$ cat config.mk
export PLATFORM = sky130hd
export DESIGN_NAME = instr_loader_flat
export DESIGN_NICKNAME = d
export VERILOG_FILES = /design/src/rtl/instr_loader_if.sv /design/src/rtl/instr_loader.sv /design/src/flat_wrapper.sv
export SDC_FILE = /design/constraint.sdc
export NUM_CORES = 1
export LEC_CHECK = 0
export ABC_AREA = 1
export CORE_UTILIZATION = 30
export CTS_BUF_LIST = sky130_fd_sc_hd__clkbuf_8
export DETAILED_ROUTE_END_ITERATION = 10
export SYNTH_ARGS = -nofsm -noshare
export SYNTH_HDL_FRONTEND = slang
export SYNTH_SLANG_ARGS = --single-unit
$ cat constraint.sdc
create_clock -name clk -period 9.6 [get_ports clk]
set_clock_uncertainty 0.05 [all_clocks]
set_input_delay 0.96 -clock clk [delete_from_list [all_inputs] [get_ports clk]]
set_output_delay 0.96 -clock clk [all_outputs]
set_load 0.005 [all_outputs]
$ cat src/rtl/instr_loader_if.sv
// -----------------------------------------------------------------------------
// instr_loader_if
//
// Host-side word stream into the instruction loader.
//
// Signals:
//   in_word   [31:0]  instruction word offered by the host
//   in_valid          in_word is valid this cycle
//   in_last           marks the offered word as the final program word
//   in_ready          loader accepts a word on this clock edge
//
// Modports:
//   master  - host/program source (drives word/valid/last, sees ready)
//   slave   - instr_loader (sees word/valid/last, drives ready)
// -----------------------------------------------------------------------------
interface instr_loader_if;
    logic [31:0] in_word;
    logic        in_valid;
    logic        in_last;
    logic        in_ready;

    modport master (
        output in_word,
        output in_valid,
        output in_last,
        input  in_ready
    );

    modport slave (
        input  in_word,
        input  in_valid,
        input  in_last,
        output in_ready
    );
endinterface

$ cat src/rtl/instr_loader.sv
// -----------------------------------------------------------------------------
// instr_loader
//
// Buffers 32-bit instruction words from the host in a small FIFO and plays
// them into the CPU instruction memory as one-cycle mem_write pulses, each
// followed by GAP_CYCLES idle cycles. Once the word flagged in_last has been
// written, a one-cycle start + cpu_rst launch pulse is issued and the loader
// parks in DONE until restart.
//
// Parameters:
//   DEPTH       FIFO depth in words (power of 2, >= 2)
//   GAP_CYCLES  idle cycles after each mem_write pulse (>= 1)
//   CNT_W       width of words_sent
//
// Ports:
//   clk               system clock, rising edge
//   rst               asynchronous active-high reset
//   host              instr_loader_if.slave (in_word/in_valid/in_last/in_ready)
//   restart           one-cycle pulse, re-arms the loader from DONE only
//   next_instruction  word presented to the CPU instruction memory
//   mem_write         one-cycle write strobe to the CPU
//   start             one-cycle CPU launch
//   cpu_rst           one-cycle CPU reset, coincident with start
//   busy              high in WRITE, GAP and LAUNCH
//   words_sent        mem_write pulses since reset/restart, saturating
//   checksum          running XOR of written words (see below)
//
// Build option:
//   INSTR_LOADER_CHECKSUM_EN  when defined, checksum accumulates the XOR of
//                             every word written; otherwise it is tied to 0.
// -----------------------------------------------------------------------------
module instr_loader #(
    parameter int DEPTH      = 8,
    parameter int GAP_CYCLES = 3,
    parameter int CNT_W      = 8
) (
    input  logic             clk,
    input  logic             rst,
    instr_loader_if.slave    host,
    input  logic             restart,
    output logic [31:0]      next_instruction,
    output logic             mem_write,
    output logic             start,
    output logic             cpu_rst,
    output logic             busy,
    output logic [CNT_W-1:0] words_sent,
    output logic [31:0]      checksum
);

    localparam int AW = $clog2(DEPTH);
    localparam int GW = $clog2(GAP_CYCLES + 1);

    localparam logic [GW-1:0]    GAP_LOAD  = GW'(GAP_CYCLES);
    localparam logic [GW-1:0]    GAP_ONE   = GW'(1);
    localparam logic [AW:0]      PTR_ONE   = (AW+1)'(1);
    localparam logic [AW:0]      FULL_CNT  = (AW+1)'(DEPTH);
    localparam logic [CNT_W-1:0] CNT_ONE   = CNT_W'(1);
    localparam logic [CNT_W-1:0] CNT_ALL1  = {CNT_W{1'b1}};

    typedef enum logic [2:0] {
        S_IDLE   = 3'd0,
        S_WRITE  = 3'd1,
        S_GAP    = 3'd2,
        S_LAUNCH = 3'd3,
        S_DONE   = 3'd4
    } state_t;

    // ------------------------------------------------------------------
    // Declarations
    // ------------------------------------------------------------------
    state_t           state_q, state_d;
    logic [GW-1:0]    gap_q, gap_d;

    logic [31:0]      mem_q [DEPTH];
    logic [AW:0]      wr_ptr_q, wr_ptr_d;
    logic [AW:0]      rd_ptr_q, rd_ptr_d;
    logic [AW:0]      count_s;
    logic             fifo_empty_s;
    logic             fifo_full_s;
    logic [31:0]      head_word_s;

    logic             last_seen_q, last_seen_d;
    logic [CNT_W-1:0] words_sent_q, words_sent_d;
    logic [31:0]      next_instr_q, next_instr_d;

    logic             mem_write_q;
    logic             start_q;
    logic             cpu_rst_q;
    logic             busy_q;

    logic             in_ready_s;
    logic             push_s;
    logic             pop_s;
    logic             clr_s;

    // ------------------------------------------------------------------
    // FIFO status and input handshake
    // ------------------------------------------------------------------
    // Pointers carry one extra wrap bit so full and empty are distinct.
    assign count_s      = wr_ptr_q - rd_ptr_q;
    assign fifo_empty_s = (count_s == {(AW+1){1'b0}});
    assign fifo_full_s  = (count_s == FULL_CNT);
    assign head_word_s  = mem_q[rd_ptr_q[AW-1:0]];

    // Ready depends only on registered state (plus rst, so the host sees
    // in_ready low for the whole reset). Once the last word is in, input is
    // refused until restart re-arms the loader.
    assign in_ready_s = !rst && !fifo_full_s && !last_seen_q &&
                        (state_q != S_LAUNCH) && (state_q != S_DONE);
    assign host.in_ready = in_ready_s;
    assign push_s        = host.in_valid && in_ready_s;

    // ------------------------------------------------------------------
    // FSM next-state logic
    // ------------------------------------------------------------------
    // Next state, gap counter, FIFO pop and restart-clear decisions
    always_comb begin
        state_d = state_q;
        gap_d   = gap_q;
        pop_s   = 1'b0;
        clr_s   = 1'b0;

        case (state_q)
            // IDLE and the final GAP cycle share the same dispatch rules, so
            // the next word follows its predecessor's gap with no dead cycle.
            S_IDLE, S_GAP: begin
                if ((state_q == S_GAP) && (gap_q > GAP_ONE)) begin
                    gap_d   = gap_q - GAP_ONE;
                    state_d = S_GAP;
                end else if (!fifo_empty_s) begin
                    pop_s   = 1'b1;
                    state_d = S_WRITE;
                end else if (last_seen_q) begin
                    state_d = S_LAUNCH;
                end else begin
                    state_d = S_IDLE;
                end
            end

            S_WRITE: begin
                gap_d   = GAP_LOAD;
                state_d = S_GAP;
            end

            S_LAUNCH: begin
                state_d = S_DONE;
            end

            S_DONE: begin
                if (restart) begin
                    clr_s   = 1'b1;
                    state_d = S_IDLE;
                end else begin
                    state_d = S_DONE;
                end
            end

            default: begin
                state_d = S_IDLE;
            end
        endcase
    end

    // ------------------------------------------------------------------
    // Datapath next-state logic
    // ------------------------------------------------------------------
    // FIFO pointers, last flag, word counter and presented word
    always_comb begin
        wr_ptr_d     = wr_ptr_q;
        rd_ptr_d     = rd_ptr_q;
        last_seen_d  = last_seen_q;
        words_sent_d = words_sent_q;
        next_instr_d = next_instr_q;

        if (push_s) begin
            wr_ptr_d = wr_ptr_q + PTR_ONE;
        end else begin
            wr_ptr_d = wr_ptr_q;
        end

        if (pop_s) begin
            rd_ptr_d     = rd_ptr_q + PTR_ONE;
            next_instr_d = head_word_s;
        end else begin
            rd_ptr_d     = rd_ptr_q;
            next_instr_d = next_instr_q;
        end

        if (clr_s) begin
            last_seen_d  = 1'b0;
            words_sent_d = {CNT_W{1'b0}};
        end else begin
            if (push_s && host.in_last) begin
                last_seen_d = 1'b1;
            end else begin
                last_seen_d = last_seen_q;
            end
            // Counted at the pop edge so the count is visible alongside the
            // mem_write pulse it describes.
            if (pop_s && (words_sent_q != CNT_ALL1)) begin
                words_sent_d = words_sent_q + CNT_ONE;
            end else begin
                words_sent_d = words_sent_q;
            end
        end
    end

    // ------------------------------------------------------------------
    // Registers
    // ------------------------------------------------------------------
    // FSM state, gap counter, FIFO pointers and datapath registers
    always_ff @(posedge clk or posedge rst) begin
        if (rst) begin
            state_q      <= S_IDLE;
            gap_q        <= {GW{1'b0}};
            wr_ptr_q     <= {(AW+1){1'b0}};
            rd_ptr_q     <= {(AW+1){1'b0}};
            last_seen_q  <= 1'b0;
            words_sent_q <= {CNT_W{1'b0}};
            next_instr_q <= 32'h0000_0000;
        end else begin
            state_q      <= state_d;
            gap_q        <= gap_d;
            wr_ptr_q     <= wr_ptr_d;
            rd_ptr_q     <= rd_ptr_d;
            last_seen_q  <= last_seen_d;
            words_sent_q <= words_sent_d;
            next_instr_q <= next_instr_d;
        end
    end

    // FIFO storage; validity is tracked by the pointers, so no reset needed
    always_ff @(posedge clk) begin
        if (push_s) begin
            mem_q[wr_ptr_q[AW-1:0]] <= host.in_word;
        end
    end

    // Strobes registered from the next state so they line up with the state
    always_ff @(posedge clk or posedge rst) begin
        if (rst) begin
            mem_write_q <= 1'b0;
            start_q     <= 1'b0;
            cpu_rst_q   <= 1'b0;
            busy_q      <= 1'b0;
        end else begin
            mem_write_q <= (state_d == S_WRITE);
            start_q     <= (state_d == S_LAUNCH);
            cpu_rst_q   <= (state_d == S_LAUNCH);
            busy_q      <= (state_d != S_IDLE) && (state_d != S_DONE);
        end
    end

    assign next_instruction = next_instr_q;
    assign mem_write        = mem_write_q;
    assign start            = start_q;
    assign cpu_rst          = cpu_rst_q;
    assign busy             = busy_q;
    assign words_sent       = words_sent_q;

    // ------------------------------------------------------------------
    // Optional running checksum
    // ------------------------------------------------------------------
`ifdef INSTR_LOADER_CHECKSUM_EN
    function automatic logic [31:0] chk_accumulate(input logic [31:0] acc,
                                                   input logic [31:0] word);
        chk_accumulate = acc ^ word;
    endfunction

    logic [31:0] checksum_q, checksum_d;

    // Checksum folds in the word at its pop, visible during its WRITE cycle
    always_comb begin
        checksum_d = checksum_q;
        if (clr_s) begin
            checksum_d = 32'h0000_0000;
        end else if (pop_s) begin
            checksum_d = chk_accumulate(checksum_q, head_word_s);
        end else begin
            checksum_d = checksum_q;
        end
    end

    // Checksum register
    always_ff @(posedge clk or posedge rst) begin
        if (rst) begin
            checksum_q <= 32'h0000_0000;
        end else begin
            checksum_q <= checksum_d;
        end
    end

    assign checksum = checksum_q;
`else
    assign checksum = 32'h0000_0000;
`endif

endmodule

$ cat src/flat_wrapper.sv
// flat-port wrapper written by rule: the top's interface ports become plain ports
module instr_loader_flat 
#(
    parameter int DEPTH      = 8,
    parameter int GAP_CYCLES = 3,
    parameter int CNT_W      = 8
)
  (clk, rst, restart, next_instruction, mem_write, start, cpu_rst, busy, words_sent, checksum, host_in_word, host_in_valid, host_in_last, host_in_ready);
  instr_loader_if host_i ();
  input  logic clk;
  input  logic rst;
  input  logic restart;
  output logic [31:0] next_instruction;
  output logic mem_write;
  output logic start;
  output logic cpu_rst;
  output logic busy;
  output logic [CNT_W-1:0] words_sent;
  output logic [31:0] checksum;
  input wire logic [$bits(host_i.in_word)-1:0] host_in_word;
  input wire logic [$bits(host_i.in_valid)-1:0] host_in_valid;
  input wire logic [$bits(host_i.in_last)-1:0] host_in_last;
  output wire logic [$bits(host_i.in_ready)-1:0] host_in_ready;
  assign host_i.in_word = host_in_word;
  assign host_i.in_valid = host_in_valid;
  assign host_i.in_last = host_in_last;
  assign host_in_ready = host_i.in_ready;
  instr_loader #(.DEPTH(DEPTH), .GAP_CYCLES(GAP_CYCLES), .CNT_W(CNT_W)) u_core (.clk(clk), .rst(rst), .host(host_i), .restart(restart), .next_instruction(next_instruction), .mem_write(mem_write), .start(start), .cpu_rst(cpu_rst), .busy(busy), .words_sent(words_sent), .checksum(checksum));
endmodule
==> out/results.ini <==
[place]
hpwl_mm = 16.27
dpl-instance-area_mm2 = 0.01399
gp_congestion = 0.7776
dpl.cell_count = 1635
portBuffers = 81

[critical_path]
crit_path_start_kind = register
worstSetupPathType = register to output pin
required_ns = 8.59
crit_path_end_kind = output pin
worstPathArrival_ns = 3.58
reg2reg_depth = 11
cp_max_fo = 50

[routing]
vias = 8013
wl_per_cell_um = 16.10
routed_wl_mm = 27.81
remaining_drc_errors = 0
drt_iter0_markers = 655
viasPerCell = 4.640
final_antenna_net_count = 0
drt_first_pass_iters = 4
wl_met2_mm = 12.98
dr_wl_met3_mm = 1.335
drt-met1-wl_mm = 12.90
top_layer_used = met4

[sta]
setup_violations = 0
final.setup.tns_ns = 0
worstMarginPinSlew_ns = 1.187
rsz0062_at_grt = no
drv_slew = 0
max_freq_mhz = 218.0
finalHoldViolations = 0
hold_ws_ns = 0.4343
relSlewSlack = 0.2045
post-route-period-util = 0.4778
fin_crit_ns = 4.587

[floorplanning]
start_util = 0.3046
die_area_mm2 = 0.04342
coreArea_mm2 = 0.04195
rows = 75
io_pins = 114
die_x_um = 208.4
floorplan.die.height_um = 208.4

[power_and_ir_drop]
internal_power_mw = 2.745
swShare = 0.3670
comb_power_share = 0.348
seq_power_share = 0.406
p_switching_mw = 1.591
p_per_area_mw_per_mm2 = 290.3
clockPowerShare = 0.246
leakage_nw = 5.375
ir_worst_vdd_mv = 0.2144
finalPower_mw = 4.336

[clock_network]
cts_tree = yes
cts_hold_buf = 0
clk_path_buf_depth = 3
cts.clk_slew.worst_paths_ns = 0.06
post_cts_resized = 0
postCtsSetupBuffers = 0
clock_sinks = 313
numCtsBuffers = 50
clock_latency_ns = 0.59
clockRootBuffer = clkbuf_8
h-tree-depth = 2

[synthesis]
async_flop_share = 0.1821
ys_warn_count = 0
synthFlopType = edfxtp_1
ys_types = 32
synth_area_mm2 = 0.01278
synth_edf_count = 256
synth_area_per_cell_um2 = 12.05
syn_inst = 1060
synth.ff_latch_count = 313
yosysSeqAreaShare = 0.7133

[hold_path]
whs_path_depth = 2
min_path_type = register to register

[finish]
n_antenna_cell = 0
syn_to_final_growth_pct = 16.91
stdcell_count = 1727
final_nets = 1192
fillers = 4042
drive_gt1_frac = 0.08838
stdcell_area_mm2 = 0.01494

[run]
maxCapViolCount = 0

[outcome]
status = finished, final reports clean

[global_route]
grt_pass1_vias = 7932
grt-ovfl-total = 0
grt_max_degree = 105
antenna_found_initial = 0
track_usage = 0.1296
grt_pass1_wl_mm = 44.45

## worst max-delay path, stage by stage (launching register included)
cell	delay (ns)
dfrtp_1	0.59
clkinv_2	0.65
ha_1	0.57
nand2_1	0.09
nand2_1	0.11
nand2_1	0.07
nand2_1	0.06
nand2_1	0.06
a21boi_0	0.23
clkdlybuf4s50_1	0.57
## registers in the layout (all words and copies together), names as in the netlist
register                 count
u_core.last_seen_q           1
u_core.next_instruction     32
u_core.state_q               3
u_core.wr_ptr_q              4
u_core.rd_ptr_q              4
u_core.busy                  1
u_core.mem_write             1
u_core.mem_q               256
u_core.start                 1
u_core.gap_q                 2
u_core.words_sent            8
## metrics by stage
step / utilization / setup WS (ns)
after floorplan: - / 4.037
after global placement: 0.3335 / 4.819
after detailed placement: 0.3335 / 4.737
after CTS: 0.3561 / 4.945
after global routing: 0.3561 / 4.588
final: 0.3561 / 5.013
## cells in the final DEF (no fill, tap or decap), drive strengths merged, types with 10 or more instances in the layout
cell type,synthesis,final
edfxtp,256,256
nor2,193,193
o21ai,163,163
nand2,143,143
clkdlybuf4s50,0,81
dfrtp,57,57
o211ai,54,54
clkbuf,26,54
inv,30,47
conb,1,32
nand3,24,24
clkinv,1,19
buf,65,15
o22ai,10,10
## metal layers
| metal | global-route usage | up-vias |
|---|---|---|
| met5 | 0 | - |
| met2 | 0.2093 | 220 |
| met3 | 0.02506 | 60 |
| met4 | 0.04393 | 0 |
| met1 | 0.1743 | 3876 |
| li1 | - | 3857 |
## synthesized netlist by cell type (all sizes together), types with 3 or more instances
cell type / instances / share of area
edfxtp: 256 / 0.60
o211ai: 54 / 0.032
ha: 7 / 0.0069
or2: 4 / 0.0020
buf: 65 / 0.035
clkbuf: 26 / 0.0076
nor2: 193 / 0.057
xor2: 7 / 0.0048
nand3: 24 / 0.010
inv: 30 / 0.0088
dfrtp: 57 / 0.11
nand2: 143 / 0.043
o22ai: 10 / 0.0049
a21oi: 3 / 0.0012
xnor2: 4 / 0.0027
o21ai: 163 / 0.065
nor3: 8 / 0.0031
## worst paths after layout
path                       slack [ns]                               startpoint                                      end
max in group asynchronous        7.93                                      rst           u_core.rd_ptr_q[0]$_DFFE_PP0P_
max reg2reg                      5.04           u_core.rd_ptr_q[1]$_DFFE_PP0P_             u_core.mem_q[4][0]$_DFFE_PP_
max                              5.01           u_core.rd_ptr_q[1]$_DFFE_PP0P_                            host_in_ready
min in group asynchronous        0.91                                      rst           u_core.wr_ptr_q[0]$_DFFE_PP0P_
min                              0.43  u_core.next_instruction[28]$_DFFE_PP0P_  u_core.next_instruction[28]$_DFFE_PP0P_
min reg2reg                      0.43  u_core.next_instruction[28]$_DFFE_PP0P_  u_core.next_instruction[28]$_DFFE_PP0P_
## power by group through the flow
stage / Sequential [mW] / Clock [mW] / Combinational [mW]
floorplan: 1.76 / 0 / 1.08
global placement: 1.78 / 0 / 1.50
detailed placement: 1.79 / 0 / 1.53
CTS: 1.76 / 1.09 / 1.53
global route: 1.78 / 1.16 / 1.72
finish: 1.76 / 1.07 / 1.51
## kinds of logic after synthesis
family                     count (synthesis)  share of synthesized area
buffers and inverters                    122                    0.05220
AOI/OAI and AO/OA                        232                     0.1037
other                                      1                  0.0002935
adders and majority gates                  7                   0.006855
DFF                                      313                     0.7133
and+or+nand+nor                          374                     0.1161
xor gates and xnor gates                  11                   0.007541
## cell type report
| type | count | area, um^2 | share of cell area |
|---|---|---|---|
| Clock buffer | 54 | 743.2 | 0.04976 |
| Clock inverter | 38 | 202.7 | 0.01357 |
| Inverter | 31 | 118.9 | 0.007958 |
| Multi-Input combinational cell | 656 | 3157 | 0.2113 |
| Sequential cell | 313 | 9117 | 0.6104 |
| Tap cell | 539 | 674.4 | 0.04515 |
| Timing Repair Buffer | 96 | 923.4 | 0.06182 |
Note: power is estimated with default switching activity, not from simulation.
